===== src/rtl/regfile_wb_sched_if.sv =====
// Writeback-scheduler bus: two writeback sources, the issue query, and the regfile write port.
// master drives sources/issue (pipeline side); slave is the scheduler.
interface regfile_wb_sched_if #(
  parameter int unsigned width_p = 32,
  parameter int unsigned els_p   = 32
);
  localparam int unsigned IdxW = $clog2(els_p);
  localparam int unsigned CntW = IdxW + 1;

  logic                src0_v_i;
  logic [IdxW-1:0]     src0_rd_i;
  logic [width_p-1:0]  src0_data_i;
  logic                src0_ready_o;

  logic                src1_v_i;
  logic [IdxW-1:0]     src1_rd_i;
  logic [width_p-1:0]  src1_data_i;
  logic                src1_ready_o;

  logic                issue_v_i;
  logic [IdxW-1:0]     issue_rs1_i;
  logic [IdxW-1:0]     issue_rs2_i;
  logic [IdxW-1:0]     issue_rd_i;
  logic                issue_wr_i;
  logic                issue_stall_o;

  logic                rd_w_v_o;
  logic [IdxW-1:0]     rd_o;
  logic [width_p-1:0]  rd_data_o;
  logic [CntW-1:0]     pending_o;

  modport master (
    output src0_v_i, src0_rd_i, src0_data_i,
    input  src0_ready_o,
    output src1_v_i, src1_rd_i, src1_data_i,
    input  src1_ready_o,
    output issue_v_i, issue_rs1_i, issue_rs2_i, issue_rd_i, issue_wr_i,
    input  issue_stall_o,
    input  rd_w_v_o, rd_o, rd_data_o, pending_o
  );

  modport slave (
    input  src0_v_i, src0_rd_i, src0_data_i,
    output src0_ready_o,
    input  src1_v_i, src1_rd_i, src1_data_i,
    output src1_ready_o,
    input  issue_v_i, issue_rs1_i, issue_rs2_i, issue_rd_i, issue_wr_i,
    output issue_stall_o,
    output rd_w_v_o, rd_o, rd_data_o, pending_o
  );
endinterface


===== src/rtl/regfile_wb_sched.sv =====
// Round-robin writeback arbiter with a one-entry writeback stage and a register busy scoreboard
// that stalls issue on RAW/WAW hazards.
module regfile_wb_sched #(
  parameter int unsigned width_p = 32,
  parameter int unsigned els_p   = 32
) (
  input logic               clk_i,
  input logic               rst_i,
  regfile_wb_sched_if.slave bus
);
  localparam int unsigned IdxW = $clog2(els_p);
  localparam int unsigned CntW = IdxW + 1;

  // rr_q: 0 = src0 wins the next contention, 1 = src1
  logic                rr_q, rr_d;
  logic                wb_v_q, wb_v_d;
  logic [IdxW-1:0]     wb_rd_q, wb_rd_d;
  logic [width_p-1:0]  wb_data_q, wb_data_d;
  logic [els_p-1:0]    busy_q, busy_d;
  logic [CntW-1:0]     pending_q, pending_d;

  logic                grant0, grant1;
  logic [IdxW-1:0]     sel_rd;
  logic [width_p-1:0]  sel_data;
  logic [els_p-1:0]    wr_mask;
  logic [els_p-1:0]    hz_vec;
  logic                stall;
  logic                issue_fire;
  logic                set_busy;

  // Arbitration
  always_comb begin
    grant0 = bus.src0_v_i & (~bus.src1_v_i | ~rr_q);
    grant1 = bus.src1_v_i & (~bus.src0_v_i | rr_q);
    rr_d   = rr_q;
    if (bus.src0_v_i && bus.src1_v_i) begin
      rr_d = ~rr_q;
    end
    sel_rd   = grant1 ? bus.src1_rd_i   : bus.src0_rd_i;
    sel_data = grant1 ? bus.src1_data_i : bus.src0_data_i;
  end

  // Writeback stage; writes to x0 are accepted but never reach the port
  always_comb begin
    wb_v_d    = 1'b0;
    wb_rd_d   = wb_rd_q;
    wb_data_d = wb_data_q;
    if (grant0 || grant1) begin
      wb_v_d    = (sel_rd != '0);
      wb_rd_d   = sel_rd;
      wb_data_d = sel_data;
    end
  end

  // The regfile forwards same-cycle write data, so the register being written is not a hazard
  always_comb begin
    wr_mask = '0;
    if (wb_v_q) begin
      wr_mask[wb_rd_q] = 1'b1;
    end
    hz_vec = busy_q & ~wr_mask;
  end

  always_comb begin
    stall = ~rst_i;
    if (bus.issue_v_i) begin
      if (hz_vec[bus.issue_rs1_i] || hz_vec[bus.issue_rs2_i] ||
          (bus.issue_wr_i && hz_vec[bus.issue_rd_i])) begin
        stall = 1'b1;
      end
    end
    issue_fire = bus.issue_v_i & ~stall;
    set_busy   = issue_fire & bus.issue_wr_i & (bus.issue_rd_i != '0);
  end

  // Scoreboard: clear first so a same-cycle set of the same index wins
  always_comb begin
    busy_d = busy_q;
    if (wb_v_q) begin
      busy_d[wb_rd_q] = 1'b0;
    end
    if (set_busy) begin
      busy_d[bus.issue_rd_i] = 1'b1;
    end
    busy_d[0] = 1'b0;
  end

  always_comb begin
    pending_d = '0;
    for (int i = 0; i < int'(els_p); i++) begin
      pending_d = pending_d + CntW'(busy_d[i]);
    end
  end

  always_ff @(posedge clk_i) begin
    if (!rst_i) begin
      rr_q      <= 1'b0;
      wb_v_q    <= 1'b0;
      wb_rd_q   <= '0;
      wb_data_q <= '0;
      busy_q    <= '0;
      pending_q <= '0;
    end else begin
      rr_q      <= rr_d;
      wb_v_q    <= wb_v_d;
      wb_rd_q   <= wb_rd_d;
      wb_data_q <= wb_data_d;
      busy_q    <= busy_d;
      pending_q <= pending_d;
    end
  end

  assign bus.src0_ready_o  = grant0 & rst_i;
  assign bus.src1_ready_o  = grant1 & rst_i;
  assign bus.issue_stall_o = stall;
  assign bus.rd_w_v_o      = wb_v_q;
  assign bus.rd_o          = wb_rd_q;
  assign bus.rd_data_o     = wb_data_q;
  assign bus.pending_o     = pending_q;

endmodule

===== src/flat_wrapper.sv =====
// flat-port wrapper written by rule: the top's interface ports become plain ports
module regfile_wb_sched_flat 
#(
  parameter int unsigned width_p = 32,
  parameter int unsigned els_p   = 32
)
  (clk_i, rst_i, bus_src0_v_i, bus_src0_rd_i, bus_src0_data_i, bus_src0_ready_o, bus_src1_v_i, bus_src1_rd_i, bus_src1_data_i, bus_src1_ready_o, bus_issue_v_i, bus_issue_rs1_i, bus_issue_rs2_i, bus_issue_rd_i, bus_issue_wr_i, bus_issue_stall_o, bus_rd_w_v_o, bus_rd_o, bus_rd_data_o, bus_pending_o);
  regfile_wb_sched_if #(.width_p(width_p), .els_p(els_p)) bus_i ();
  input logic clk_i;
  input logic rst_i;
  input wire logic [$bits(bus_i.src0_v_i)-1:0] bus_src0_v_i;
  input wire logic [$bits(bus_i.src0_rd_i)-1:0] bus_src0_rd_i;
  input wire logic [$bits(bus_i.src0_data_i)-1:0] bus_src0_data_i;
  output wire logic [$bits(bus_i.src0_ready_o)-1:0] bus_src0_ready_o;
  input wire logic [$bits(bus_i.src1_v_i)-1:0] bus_src1_v_i;
  input wire logic [$bits(bus_i.src1_rd_i)-1:0] bus_src1_rd_i;
  input wire logic [$bits(bus_i.src1_data_i)-1:0] bus_src1_data_i;
  output wire logic [$bits(bus_i.src1_ready_o)-1:0] bus_src1_ready_o;
  input wire logic [$bits(bus_i.issue_v_i)-1:0] bus_issue_v_i;
  input wire logic [$bits(bus_i.issue_rs1_i)-1:0] bus_issue_rs1_i;
  input wire logic [$bits(bus_i.issue_rs2_i)-1:0] bus_issue_rs2_i;
  input wire logic [$bits(bus_i.issue_rd_i)-1:0] bus_issue_rd_i;
  input wire logic [$bits(bus_i.issue_wr_i)-1:0] bus_issue_wr_i;
  output wire logic [$bits(bus_i.issue_stall_o)-1:0] bus_issue_stall_o;
  output wire logic [$bits(bus_i.rd_w_v_o)-1:0] bus_rd_w_v_o;
  output wire logic [$bits(bus_i.rd_o)-1:0] bus_rd_o;
  output wire logic [$bits(bus_i.rd_data_o)-1:0] bus_rd_data_o;
  output wire logic [$bits(bus_i.pending_o)-1:0] bus_pending_o;
  assign bus_i.src0_v_i = bus_src0_v_i;
  assign bus_i.src0_rd_i = bus_src0_rd_i;
  assign bus_i.src0_data_i = bus_src0_data_i;
  assign bus_src0_ready_o = bus_i.src0_ready_o;
  assign bus_i.src1_v_i = bus_src1_v_i;
  assign bus_i.src1_rd_i = bus_src1_rd_i;
  assign bus_i.src1_data_i = bus_src1_data_i;
  assign bus_src1_ready_o = bus_i.src1_ready_o;
  assign bus_i.issue_v_i = bus_issue_v_i;
  assign bus_i.issue_rs1_i = bus_issue_rs1_i;
  assign bus_i.issue_rs2_i = bus_issue_rs2_i;
  assign bus_i.issue_rd_i = bus_issue_rd_i;
  assign bus_i.issue_wr_i = bus_issue_wr_i;
  assign bus_issue_stall_o = bus_i.issue_stall_o;
  assign bus_rd_w_v_o = bus_i.rd_w_v_o;
  assign bus_rd_o = bus_i.rd_o;
  assign bus_rd_data_o = bus_i.rd_data_o;
  assign bus_pending_o = bus_i.pending_o;
  regfile_wb_sched #(.width_p(width_p), .els_p(els_p)) u_core (.clk_i(clk_i), .rst_i(rst_i), .bus(bus_i));
endmodule

===== config.mk =====
export PLATFORM = sky130hd
export DESIGN_NAME = regfile_wb_sched_flat
export DESIGN_NICKNAME = d
export VERILOG_FILES = /design/src/rtl/regfile_wb_sched_if.sv /design/src/rtl/regfile_wb_sched.sv /design/src/flat_wrapper.sv
export SDC_FILE = /design/constraint.sdc
export NUM_CORES = 1
export LEC_CHECK = 0
export CAP_MARGIN = 15
export CORE_MARGIN = 2
export CORE_UTILIZATION = 45
export CTS_BUF_LIST = sky130_fd_sc_hd__clkbuf_4
export DETAILED_ROUTE_END_ITERATION = 8
export MAX_ROUTING_LAYER = met4
export PLACE_DENSITY = 0.72
export SETUP_SLACK_MARGIN = 0.3
export SYNTH_ARGS = -nofsm -noshare
export SYNTH_HDL_FRONTEND = slang
export SYNTH_SLANG_ARGS = --single-unit

===== constraint.sdc =====
create_clock -name clk_i -period 20.9 [get_ports clk_i]
set_input_delay 3.135 -clock clk_i [delete_from_list [all_inputs] [get_ports clk_i]]
set_output_delay 3.135 -clock clk_i [all_outputs]
set_load 0.05 [all_outputs]

-- After elaboration in Yosys (flattened, before gate mapping)
Index checks and enable logic that the tools add are counted.
- register bits after elaboration: 77
- input bits: 95
- output and inout bits: 47
- $add $sub $neg: 30
- magnitude comparators: 6
- multiplexer cells: 17
- bitwise logic cells: 19
- reduce and logical (&&, ||, !) cells: 10
- operator list (cell ; count):
    adder 6 x 1 -> 6 bit ; 29
    2-to-1 mux 32 bit ; 4
    AND 32 bit ; 2
    inverter 32 bit ; 2
    OR 32 bit ; 1
    less-than comparator 5 x 6 -> 1 bit (second input constant) ; 4
    binary-select mux 1 bit (select 5 bit) ; 3
    demux 1 bit (select 5 bit) ; 2
    greater-or-equal comparator 5 x 1 -> 1 bit (second input constant) ; 2
    nonzero test 5 bit ; 2
    AND 1 bit ; 7
    2-to-1 mux 1 bit ; 7
    2-to-1 mux 5 bit ; 1
    inverter 1 bit ; 5
    logical AND 1 bit ; 4
    logical OR 1 bit ; 3
    adder 1 x 1 -> 2 bit ; 1
    OR 1 bit ; 2
    AND reduction 2 bit ; 1

-- Longest topological paths before layout
- depth after elaboration: 48
- mapped depth: 30
- mapped depth without buffers: 27

-- Worst setup path before layout
No wires, ideal clock.
- kind: input port to flip-flop
- start: input bus_issue_rd_i[0]
- end: register u_core.pending_q[4] (netlist: u_core.bus.pending_o[4])
- setup time: 0.128 ns
- arrival: 9.342 ns
- path slack: 11.430 ns
- cell stages on the path: 28
- buffers on the path: 2
- cell sequence: clkbuf_1 -> mux4_2 -> o311ai_0 -> nand2_1 -> o221ai_1 -> nor4_1 -> nand3b_2 -> buf_2 -> o21ai_1 -> ha_1 -> fa_1 -> inv_1 -> fa_1 -> fa_1 -> inv_1 -> fa_1 -> inv_1 -> fa_1 -> fa_1 -> inv_1 -> ha_1 -> inv_1 -> fa_1 -> inv_1 -> a21o_1 -> a21oi_1 -> xor2_1 -> nor2_1
- longest elaborated chain between the ends: 41
- elaborated cells on any way between the ends: 48
- RTL lines (item ; line ; text):
    start, declared ; flat_wrapper.sv:22 ; input wire logic [$bits(bus_i.issue_rd_i)-1:0] bus_issue_rd_i;
    binary-select mux 1 bit (select 5 bit) ; regfile_wb_sched.sv:68 ; (bus.issue_wr_i && hz_vec[bus.issue_rd_i])) begin
    2-to-1 mux 1 bit (not written as such) ; regfile_wb_sched.sv:68 ;
    logical AND 1 bit ; regfile_wb_sched.sv:68 ;
    logical OR 1 bit ; regfile_wb_sched.sv:67 ; if (hz_vec[bus.issue_rs1_i] || hz_vec[bus.issue_rs2_i] ||
    2-to-1 mux 1 bit ; regfile_wb_sched.sv:67 ;
    2-to-1 mux 1 bit ; regfile_wb_sched.sv:66 ; if (bus.issue_v_i) begin
    inverter 1 bit ; regfile_wb_sched.sv:72 ; issue_fire = bus.issue_v_i & ~stall;
    AND 1 bit ; regfile_wb_sched.sv:72 ;
    AND 1 bit (2 in a row) ; regfile_wb_sched.sv:73 ; set_busy = issue_fire & bus.issue_wr_i & (bus.issue_rd_i != '0);
    2-to-1 mux 32 bit * ; regfile_wb_sched.sv:82 ; if (set_busy) begin
    net u_core.busy_d[2] ; regfile_wb_sched.sv:19 ; logic [els_p-1:0] busy_q, busy_d;
    adder 1 x 1 -> 2 bit * ; regfile_wb_sched.sv:91 ; pending_d = pending_d + CntW'(busy_d[i]);
    adder 6 x 1 -> 6 bit * (29 in a row) ; regfile_wb_sched.sv:91 ;
    end signal, assigned ; regfile_wb_sched.sv:109 ; pending_q <= pending_d;
    end, declared ; regfile_wb_sched.sv:20 ; logic [CntW-1:0] pending_q, pending_d;
The timed path passes the listed nets; every way through them passes the cells marked *. The select of a mux whose other input is x is not followed.
A chain may end at the register's enable or synchronous reset.

-- Worst setup path in the final report
- start: input bus_issue_rd_i[1]
- end: register u_core.pending_q[4] (netlist: u_core.bus.pending_o[4])
The elaborated chain is that of the path after synthesis.

==> results.md <==
* DR WL/cell at 21.1 um
* Setup slack after layout at 10.15 ns
* # diodes at 0
* Post-Route Utilization at 0.591
* Residual DRC count at 0
* Clock Skew at 0.0215 ns
* Hold-fix buffers, CTS at 0
* Num ports at 142
* Cell variety after synth at 71
* Pre-antenna DRT Iters at 5
* DIE AREA at 13100 um^2
* Post-layout min period at 10.75 ns
* Post-CTS setup buffer count at 0
* Pre-CTS setup slack at 9.74 ns
* Placed wire-length estimate at 14.6 mm
* Routed Antenna Nets at 0
* Mapped Avg Cell Area at 8.65 um^2
* Area Overhead vs Synth at 28.4%
* Most common cell after layout, fill and taps aside: clkdlybuf4s50_1
* Main flop type after synthesis: dfxtp_1
* Crit. End Element: flop
* Drt via density at 6.12
* Flops & latches, synth at 76
* CTS resizes at 0
* WP data arrival at 11.07 ns
* Power consumption at 0.000373 W
* Vias in the first global route at 5213
* GRT overflow at 0
* Synthesized area at 5510 um^2
* Global Route Usage Sum at 0.299
* Core footprint at 12000 um^2
* H-Tree Depth at 3
* Leakage dissipation at 2.78 nW
* Initial antenna violation count at 0
* Critical Path Source Type: input port
* TritonCTS clock tree: yes
* Initial core utilization at 0.460
* Clock Path Buffers at 2
* DRT Wirelength at 18.8 mm
* Clock root buffer: clkbuf_4
* Clk Latency, worst-skew pair at 0.47 ns
* DRT iter0 DRCs at 673
* Synth Instances at 637
* NumNets Final at 866
* Clock sink count at 76
* Port Buffers at 141
* First-pass GRT wire length at 29.1 mm
* Syn. warnings at 0
* Max cap viols at 0
* Endpoints failing setup at 0
* Maximum vdd drop at 0.0000318 V
* Num CTS Buffers at 9
* Most frequent cells in the layout: clkdlybuf4s50_1 (141), dfxtp_1 (76), nor2_1 (59), mux2i_1 (48), a211oi_1 (41)
* Routed via count at 5450
* RSZ-0062 raised after global routing: no
* Gpl congestion at 1.02
* WHS at 0.507 ns
* Kind of critical path: in -> reg
* Post-synth net total at 764
* CP Max Fanout at 31
* Worst path required time at 21.23 ns
* Tcrit/Tclk final at 0.514
* Status: completed
* Clock transition at path regs at 0.14 ns
* Rows at 40
* Setup TNS Final at 0 ns
* Ys async rst share at 0
* Number of synthesized flops with an enable pin at 0
* Hold Vio Cnt, Final at 0
* Worst-Margin Slew at 1.05 ns
* Pwr Density at 52.8 nW/um^2
* Pin count of the biggest net entering global routing at 70
* Die W at 115 um
* Fmax at 93.1 MHz
* Path type of the worst min-delay path: reg -> reg
* Seq/Total Area, Yosys at 0.276
* Chip Height at 115 um
* Pins Over Slew Limit at 0
* Slew HR at 0.290
* Share of cells above drive strength 1 at 0.0739
[cell families after synthesis]
| group | Yosys count | share of synthesized area |
|---|---|---|
| compound gates | 215 | 0.282 |
| simple gates | 165 | 0.154 |
| buf+inv | 88 | 0.0666 |
| flops | 76 | 0.276 |
| mux | 55 | 0.108 |
| fa+ha+maj | 32 | 0.104 |
| xor+xnor | 6 | 0.00954 |
[critical path, cell delays in order]
cell	delay [ns]
clkdlybuf4s50_1	1.11
xor2_1	0.48
nor3_1	0.09
o41ai_1	0.34
o221ai_1	0.17
nor4_1	0.38
nand3b_2	0.56
o21ai_1	0.18
ha_1	0.32
fa_1	0.48
inv_1	0.05
fa_1	0.50
fa_1	0.52
inv_1	0.06
fa_1	0.53
inv_1	0.05
fa_1	0.50
fa_1	0.51
inv_1	0.04
ha_1	0.20
inv_1	0.07
fa_1	0.19
inv_1	0.05
a21o_1	0.17
a21oi_1	0.16
xor2_1	0.17
nor2_1	0.06
[power by group]
part,internal (W),leakage [nW],total [W],switching (W)
logic,0.0000435,2.08,0.000108,0.0000642
clock network,0.0000491,0.0846,0.000107,0.0000582
registers,0.000152,0.623,0.000158,0.00000632
[cell usage after synthesis, types with 3 or more instances]
cell	instances	share of area
o21a_1	19	0.026
and2_1	3	0.0034
nand3_1	22	0.020
and3_1	4	0.0045
inv_1	32	0.022
mux2_2	4	0.0082
o41ai_1	3	0.0048
nor2_1	59	0.040
clkbuf_1	36	0.025
nor3_1	14	0.013
o22ai_1	15	0.017
ha_1	9	0.020
nand4b_1	3	0.0048
a21o_1	4	0.0055
o21ai_0	32	0.029
buf_1	6	0.0041
o221ai_1	5	0.0080
a31oi_1	5	0.0057
mux2i_1	48	0.087
a211oi_1	41	0.056
o22ai_2	10	0.023
a21oi_1	11	0.010
nand2_1	21	0.014
o21ai_1	18	0.016
buf_6	3	0.0061
o31ai_1	5	0.0068
nand2b_1	6	0.0068
fa_1	23	0.084
o211ai_1	16	0.022
o21ai_2	4	0.0064
xor2_1	6	0.0095
nor2b_1	12	0.014
or2_2	4	0.0045
o311ai_0	4	0.0064
buf_2	8	0.0073
dfxtp_1	76	0.28
[per-stage QoR]
stage	area [um^2]	std cells
2_1_floorplan	5510	637
3_3_place_gp	6910	875
3_5_place_dp	6910	875
4_1_cts	7070	891
5_1_grt	7070	891
6_report	7070	891
[sequential cells by signal, indices dropped and copies added, names as in the netlist]
register / flops
u_core.bus.rd_data_o: 32
u_core.busy_q: 31
u_core.bus.pending_o: 6
u_core.bus.rd_o: 5
u_core.bus.rd_w_v_o: 1
u_core.rr_q: 1
[per-layer routing]
metal / track usage / part of all wire
met1: 0.385 / 0.42
met2: 0.453 / 0.46
met3: 0.0821 / 0.086
met4: 0.105 / 0.030
met5: - / 0
[path summary, 6_finish.rpt]
check	endpoint	slack (ns)	from	cells after the start
max	u_core.bus.pending_o[4]	10.15	bus_issue_rd_i[1]	27
min	u_core.bus.rd_data_o[19]	0.51	u_core.bus.rd_data_o[19]	2
max reg2reg	u_core.bus.pending_o[4]	12.41	u_core.bus.rd_o[1]	27
min reg2reg	u_core.bus.rd_data_o[19]	0.51	u_core.bus.rd_data_o[19]	2
[cell type report]
| class | count | area, um^2 |
|---|---|---|
| clock buffers | 9 | 67.6 |
| clock inverters | 7 | 97.6 |
| fillers | 1081 | 4890 |
| inverters | 34 | 128 |
| multi-input cells | 473 | 3630 |
| flip-flops and latches | 76 | 1520 |
| well taps | 147 | 184 |
| repair buffers | 145 | 1440 |
(Power assumes the default switching activity.)
